### src/rtl/m_cascade_counter_pkg.sv
// Package: m_cascade_counter_pkg
// Purpose : Definitions shared by the cascaded modulo counter: count direction
//           encoding, default geometry and the helper that turns a run-time
//           modulus ("law") into the highest legal digit value.
// Contents:
//   DEFAULT_WIDTH, DEFAULT_NUM_STAGES  default digit width and stage count
//   dir_e                              DIR_UP = 0, DIR_DOWN = 1
//   mod_minus_one(law, width)          (effective modulus - 1) in `width` bits
package m_cascade_counter_pkg;

  localparam int DEFAULT_WIDTH      = 4;
  localparam int DEFAULT_NUM_STAGES = 2;

  typedef enum logic {
    DIR_UP   = 1'b0,
    DIR_DOWN = 1'b1
  } dir_e;

  // law == 0 selects the full 2^width range. Subtracting one and masking to
  // `width` bits yields all ones for that case, and law-1 otherwise, so no
  // special-casing is needed. Valid for width < 32.
  function automatic logic [31:0] mod_minus_one(input logic [31:0] law,
                                                input int unsigned width);
    logic [31:0] mask;
    mask = (32'd1 << width) - 32'd1;
    return (law - 32'd1) & mask;
  endfunction

endpackage

### src/rtl/m_cascade_counter_if.sv
// Interface: m_cascade_counter_if
// Purpose  : Control and result bundle of the cascaded modulo counter.
// Signals (packing: stage i at [i*WIDTH +: WIDTH]):
//   en        count enable for stage 0 (advance request)
//   dir       0 = count up, 1 = count down
//   load      synchronous load of load_val into every stage
//   load_val  load value per stage
//   law       modulus per stage (0 = full 2^WIDTH range)
//   q         current count per stage (registered)
//   countup   per-stage wrap/borrow pulse (registered)
//   wrap      whole chain wrapped (registered)
// Modports: master drives the controls, slave is the counter itself.
interface m_cascade_counter_if #(
  parameter int WIDTH      = 4,
  parameter int NUM_STAGES = 2
);

  logic                        en;
  logic                        dir;
  logic                        load;
  logic [NUM_STAGES*WIDTH-1:0] load_val;
  logic [NUM_STAGES*WIDTH-1:0] law;
  logic [NUM_STAGES*WIDTH-1:0] q;
  logic [NUM_STAGES-1:0]       countup;
  logic                        wrap;

  modport master (
    output en, dir, load, load_val, law,
    input  q, countup, wrap
  );

  modport slave (
    input  en, dir, load, load_val, law,
    output q, countup, wrap
  );

endinterface

### src/rtl/m_cascade_counter_mod_stage.sv
// Module : m_mod_stage
// Purpose: One digit of the cascaded counter. Counts modulo its run-time law
//          when `adv` is high, in the direction given by `dir`.
// Ports:
//   ck        clock
//   res       synchronous active-high reset
//   load      synchronous load of load_val (overrides adv)
//   load_val  value loaded as given, no range clipping
//   law       modulus (0 = full 2^WIDTH range)
//   adv       advance this digit on the coming edge
//   dir       0 = up, 1 = down
//   q         current digit value (registered)
//   term      combinational terminal flag from current q / law / dir
//   countup   one-cycle pulse in the cycle q shows the wrapped value
module m_mod_stage
  import m_cascade_counter_pkg::*;
#(
  parameter int WIDTH = DEFAULT_WIDTH
) (
  input  logic             ck,
  input  logic             res,
  input  logic             load,
  input  logic [WIDTH-1:0] load_val,
  input  logic [WIDTH-1:0] law,
  input  logic             adv,
  input  logic             dir,
  output logic [WIDTH-1:0] q,
  output logic             term,
  output logic             countup
);

  logic [WIDTH-1:0] q_reg;
  logic [WIDTH-1:0] q_next;
  logic             countup_reg;
  logic             countup_next;
  logic [WIDTH-1:0] last_val;
  logic             in_range;
  dir_e             dir_s;

  assign dir_s    = dir_e'(dir);
  assign last_val = WIDTH'(mod_minus_one(32'(law), WIDTH));
  assign in_range = (q_reg <= last_val);

  // Counting up, anything at or beyond the last legal value is terminal, so an
  // out-of-range digit (after a load or law change) wraps to 0 and carries.
  // Counting down, only 0 borrows.
  always_comb begin
    term = 1'b0;
    if (dir_s == DIR_UP) begin
      term = (q_reg >= last_val);
    end else begin
      term = (q_reg == '0);
    end
  end

  always_comb begin
    q_next       = q_reg;
    countup_next = 1'b0;
    if (adv) begin
      countup_next = term;
      if (term) begin
        q_next = (dir_s == DIR_UP) ? '0 : last_val;
      end else if (dir_s == DIR_UP) begin
        q_next = q_reg + 1'b1;
      end else if (in_range) begin
        q_next = q_reg - 1'b1;
      end else begin
        // Out-of-range digit counting down snaps to the top legal value
        // without borrowing.
        q_next = last_val;
      end
    end
  end

  always_ff @(posedge ck) begin
    if (res) begin
      q_reg       <= '0;
      countup_reg <= 1'b0;
    end else if (load) begin
      q_reg       <= load_val;
      countup_reg <= 1'b0;
    end else begin
      q_reg       <= q_next;
      countup_reg <= countup_next;
    end
  end

  assign q       = q_reg;
  assign countup = countup_reg;

endmodule

### src/rtl/m_cascade_counter.sv
// Module : m_cascade_counter
// Purpose: NUM_STAGES cascaded modulo digits of WIDTH bits each. Stage i
//          advances only when every lower stage is terminal on the same edge;
//          all stages share one clock (no ripple clocking).
// Ports:
//   ck   clock
//   res  synchronous active-high reset (overrides load and en)
//   bus  m_cascade_counter_if.slave: en, dir, load, load_val, law in;
//        q, countup, wrap out (all outputs registered)
module m_cascade_counter
  import m_cascade_counter_pkg::*;
#(
  parameter int WIDTH      = DEFAULT_WIDTH,
  parameter int NUM_STAGES = DEFAULT_NUM_STAGES
) (
  input  logic                 ck,
  input  logic                 res,
  m_cascade_counter_if.slave   bus
);

  // adv[i] is the advance request into stage i; adv[NUM_STAGES] is the carry
  // out of the top stage, i.e. the whole chain wrapping on this edge.
  logic [NUM_STAGES:0]         adv;
  logic [NUM_STAGES-1:0]       term;
  logic [NUM_STAGES-1:0]       countup_w;
  logic [NUM_STAGES*WIDTH-1:0] q_w;
  logic                        wrap_reg;

  assign adv[0] = bus.en;

  for (genvar gi = 0; gi < NUM_STAGES; gi++) begin : g_stage
    m_mod_stage #(
      .WIDTH (WIDTH)
    ) u_stage (
      .ck       (ck),
      .res      (res),
      .load     (bus.load),
      .load_val (bus.load_val[gi*WIDTH +: WIDTH]),
      .law      (bus.law[gi*WIDTH +: WIDTH]),
      .adv      (adv[gi]),
      .dir      (bus.dir),
      .q        (q_w[gi*WIDTH +: WIDTH]),
      .term     (term[gi]),
      .countup  (countup_w[gi])
    );

    assign adv[gi+1] = adv[gi] & term[gi];
  end

  always_ff @(posedge ck) begin
    if (res) begin
      wrap_reg <= 1'b0;
    end else if (bus.load) begin
      wrap_reg <= 1'b0;
    end else begin
      wrap_reg <= adv[NUM_STAGES];
    end
  end

  assign bus.q       = q_w;
  assign bus.countup = countup_w;
  assign bus.wrap    = wrap_reg;

endmodule

### src/flat_wrapper.sv
// flat-port wrapper written by rule: the top's interface ports become plain ports
module m_cascade_counter_flat import m_cascade_counter_pkg::*;
#(
  parameter int WIDTH      = DEFAULT_WIDTH,
  parameter int NUM_STAGES = DEFAULT_NUM_STAGES
)
  (ck, res, bus_en, bus_dir, bus_load, bus_load_val, bus_law, bus_q, bus_countup, bus_wrap);
  m_cascade_counter_if #(.WIDTH(WIDTH), .NUM_STAGES(NUM_STAGES)) bus_i ();
  input  logic ck;
  input  logic res;
  input wire logic [$bits(bus_i.en)-1:0] bus_en;
  input wire logic [$bits(bus_i.dir)-1:0] bus_dir;
  input wire logic [$bits(bus_i.load)-1:0] bus_load;
  input wire logic [$bits(bus_i.load_val)-1:0] bus_load_val;
  input wire logic [$bits(bus_i.law)-1:0] bus_law;
  output wire logic [$bits(bus_i.q)-1:0] bus_q;
  output wire logic [$bits(bus_i.countup)-1:0] bus_countup;
  output wire logic [$bits(bus_i.wrap)-1:0] bus_wrap;
  assign bus_i.en = bus_en;
  assign bus_i.dir = bus_dir;
  assign bus_i.load = bus_load;
  assign bus_i.load_val = bus_load_val;
  assign bus_i.law = bus_law;
  assign bus_q = bus_i.q;
  assign bus_countup = bus_i.countup;
  assign bus_wrap = bus_i.wrap;
  m_cascade_counter #(.WIDTH(WIDTH), .NUM_STAGES(NUM_STAGES)) u_core (.ck(ck), .res(res), .bus(bus_i));
endmodule
### config.mk
export PLATFORM = sky130hd
export DESIGN_NAME = m_cascade_counter_flat
export DESIGN_NICKNAME = d
export VERILOG_FILES = /design/src/rtl/m_cascade_counter_pkg.sv /design/src/rtl/m_cascade_counter_if.sv /design/src/rtl/m_cascade_counter_mod_stage.sv /design/src/rtl/m_cascade_counter.sv /design/src/flat_wrapper.sv
export SDC_FILE = /design/constraint.sdc
export NUM_CORES = 1
export LEC_CHECK = 0
export ABC_AREA = 1
export CORE_MARGIN = 2
export CORE_UTILIZATION = 56
export CTS_BUF_LIST = sky130_fd_sc_hd__clkbuf_16
export CTS_CLUSTER_DIAMETER = 50
export DETAILED_ROUTE_END_ITERATION = 6
export PLACE_DENSITY = 0.85
export SYNTH_ARGS = -nofsm -noshare
export SYNTH_HDL_FRONTEND = slang
export SYNTH_SLANG_ARGS = --single-unit
### constraint.sdc
create_clock -name ck -period 6.4 [get_ports ck]
set_input_delay 1.92 -clock ck [delete_from_list [all_inputs] [get_ports ck]]
set_output_delay 1.92 -clock ck [all_outputs]
set_load 0.01 [all_outputs]
==> results.txt <==
Status: completed
Final setup skew: 0.003547 ns
Initial core utilization: 60.57%
Dpl hpwl: 2652 µm
Synth Area in Compound Gates: 11.96%
Sequential fraction of the synthesis area: 14.41%
Setup bufs post-CTS: 0
RSZ-0062 raised after global routing: no
CP arrival: 4.20 ns
Min cycle time layout: 4.038 ns
CTS sink cnt: 11
Crit Path Max Fanout: 5
Rows: 18
Ys flop type: dfxtp_1
Kind of critical path: primary input to register
Residual DRC count: 0
Simple-gate share of the synthesized area: 48.48%
Clock buffer depth: 2
Max Clk Rate: 247.6 MHz
Share of post-route cells with drive strength above 1: 21.29%
Initial antenna violation count: 0
Largest net degree at the start of global routing: 15
Post-synthesis mux area share: 0%
Pins Over Slew Limit: 0
Clock Tree Root: clkbuf_16
Main area contributors after synthesis: dfxtp_1 (14%), nand2_1 (12%), ha_1 (9.8%)
Die W: 56.23 µm
Slew @ Worst Pin: 0.4924 ns
Resized cells post-CTS: 0
DRT Pass-1 Iters: 4
Fillers: 202
I/O pins: 32
# diodes: 0
Latest clock arrival within the worst-skew pair: 0.24 ns
XOR/XNOR Fraction of Synth Area: 4.586%
Endpoints failing setup: 0
Die Y: 56.23 µm
Number of I/O port buffers: 31
Max reg flops: 8
CP peak stage delay: 0.52 ns
Crit path max-delay family: buffers and inverters
Setup slack after layout: 2.362 ns
Routed via count: 1504
Core Area: 2522 µm²
Die area: 3162 µm²
Critical Path, Cell by Cell: clkdlybuf4s50_1, inv_2, ha_1, ha_1, inv_1, o21bai_1, nand3_4, nand2_4, nand2_4, nand2_1, nand3_1, nand2_1, nand2_1, nand2_1, nand2_1, a21oi_2
CTS tree: built
Max Cap Viol: 0
Pleak: 0.0009380 µW
First-pass GRT wire length: 5671 µm
WL/cell: 12.11 µm
Vias in the first global route: 1345
Clk slew on worst S/H paths: 0.04 ns
Flip-flop and latch count after synthesis: 11
Vias/cell: 5.391
Reg area: 220.2 µm²
Fin. Hold Viols: 0
Gr ovfl total: 0
Asr flop ratio synth: 0%
Most common cell after layout, fill and taps aside: nand2_1
Leading cell types in the layout, fill and taps excluded: nand2_1 (49), clkdlybuf4s50_1 (31), inv_1 (28), nand3_1 (27), ha_1 (12)
CTS Hold Bufs: 0
Critical Path Start Type: primary input
Pwr per Cell Area: 190.7 nW/µm²
1st-iter DRT viols: 55
Multi-input logic area: 1144 µm²
Critical Path End Type: register
Nets@finish: 283
CP max-delay cell: clkdlybuf4s50_1
Syn Std Cell Area: 1528 µm²
Overall routed net length: 3379 µm
Worst Path Buf+Inv: 3
Synthesized net count: 253
Top-area cell type share of the netlist area: 14.41%
Critical Path RT: 6.56 ns
CTS Buf Count: 3
Largest family of logic cells by synthesized area: simple AND/OR/NAND/NOR gates
Post-Synth Adder-Cell Area: 9.828%
Post-synthesis cell count: 220
DRT antenna net count: 0
Netlist cell types: 35
P&R area growth vs syn: 25.80%
Setup TNS: 0 ns
Tcrit/Tclk final: 63.10%
Hold crit path type: register to register
EDFF count, synth: 0
Total global routing track utilization: 21.53%
Worst VDD drop: 0.0002085 V
RePlAce Congestion: 0.9299
Syn_area_per_cell: 6.944 µm²
Most used cell, CP: nand2_1
Place WS: 2.120 ns
Largest area contributor in the netlist: dfxtp_1
Yosys warns: 0
H-tree levels: 1
Worst relative slew slack: 67.07%
-- stage by stage --
step                      utilization (%)  total power, µW  cells  hold WS (ns)  area, µm²
final                               76.19            366.5    279        0.5833       1922
after global routing                76.19            389.9    279        0.6124       1922
after CTS                           76.19            366.0    279        0.5865       1922
after detailed placement            73.07            253.7    275        0.5777       1843
after global placement              73.07            251.2    275        0.5712       1843
after floorplan                         -            207.9    220        0.5557       1528
-- logic make-up after synthesis --
kind of cell / Yosys count
buf+inv: 39
compound gates: 25
xor+xnor: 8
simple gates: 125
fa+ha+maj: 12
flops: 11
-- final cells by class --
cell class              instances  share of cell area [%]
clock buffers                   3                   3.906
clock inverters                 1                  0.1953
inverters                      33                   6.836
multi-input cells             170                   59.51
flip-flops and latches         11                   11.46
well taps                      30                   1.953
repair buffers                 31                   16.15
-- metal layers --
metal	wire length [µm]	global-route usage, %	part of all wire, %	up-vias
met2	1576	36.64	47	46
met5	0	0	0	-
met3	168	0.9302	5.0	2
li1	-	-	-	780
met1	1624	30.28	48	676
met4	9	4.082	0.27	0
-- tightest hold or removal path: cells and delay by family, from the launching register on --
kind / cells / cell delay [ns]
compound gates: 1 / 0.05
flops: 1 / 0.36
simple gates: 1 / 0.12
-- synthesized netlist by cell type, types with 3 or more instances --
cell type / number
inv_2: 3
nand3_1: 27
nor2_1: 5
nand2_1: 49
a22oi_1: 3
nand2_2: 10
nand2_4: 8
ha_1: 12
nor3_1: 3
inv_1: 27
o21ai_0: 6
a21oi_2: 8
nand4_1: 5
or2_2: 3
xnor2_1: 4
dfxtp_1: 11
nand3_2: 8
xor2_1: 4
-- power breakdown --
group          internal (µW)  switching, µW  total, µW
logic                   73.4           96.8        170
registers               74.2           10.1       84.2
clock network           82.0           30.2        112
-- worst paths after layout --
kind | from | end | slack [ns] | depth (start not counted)
max reg2reg | u_core.g_stage[1].u_stage.q[0] | u_core.g_stage[1].u_stage.q[2] | 4.53 | 13
min | u_core.g_stage[1].u_stage.q[3] | u_core.g_stage[1].u_stage.q[3] | 0.58 | 2
max | bus_law[0] | u_core.g_stage[0].u_stage.q[2] | 2.36 | 16
min reg2reg | u_core.g_stage[1].u_stage.q[3] | u_core.g_stage[1].u_stage.q[3] | 0.58 | 2
Note: power is estimated with default switching activity, not from simulation.
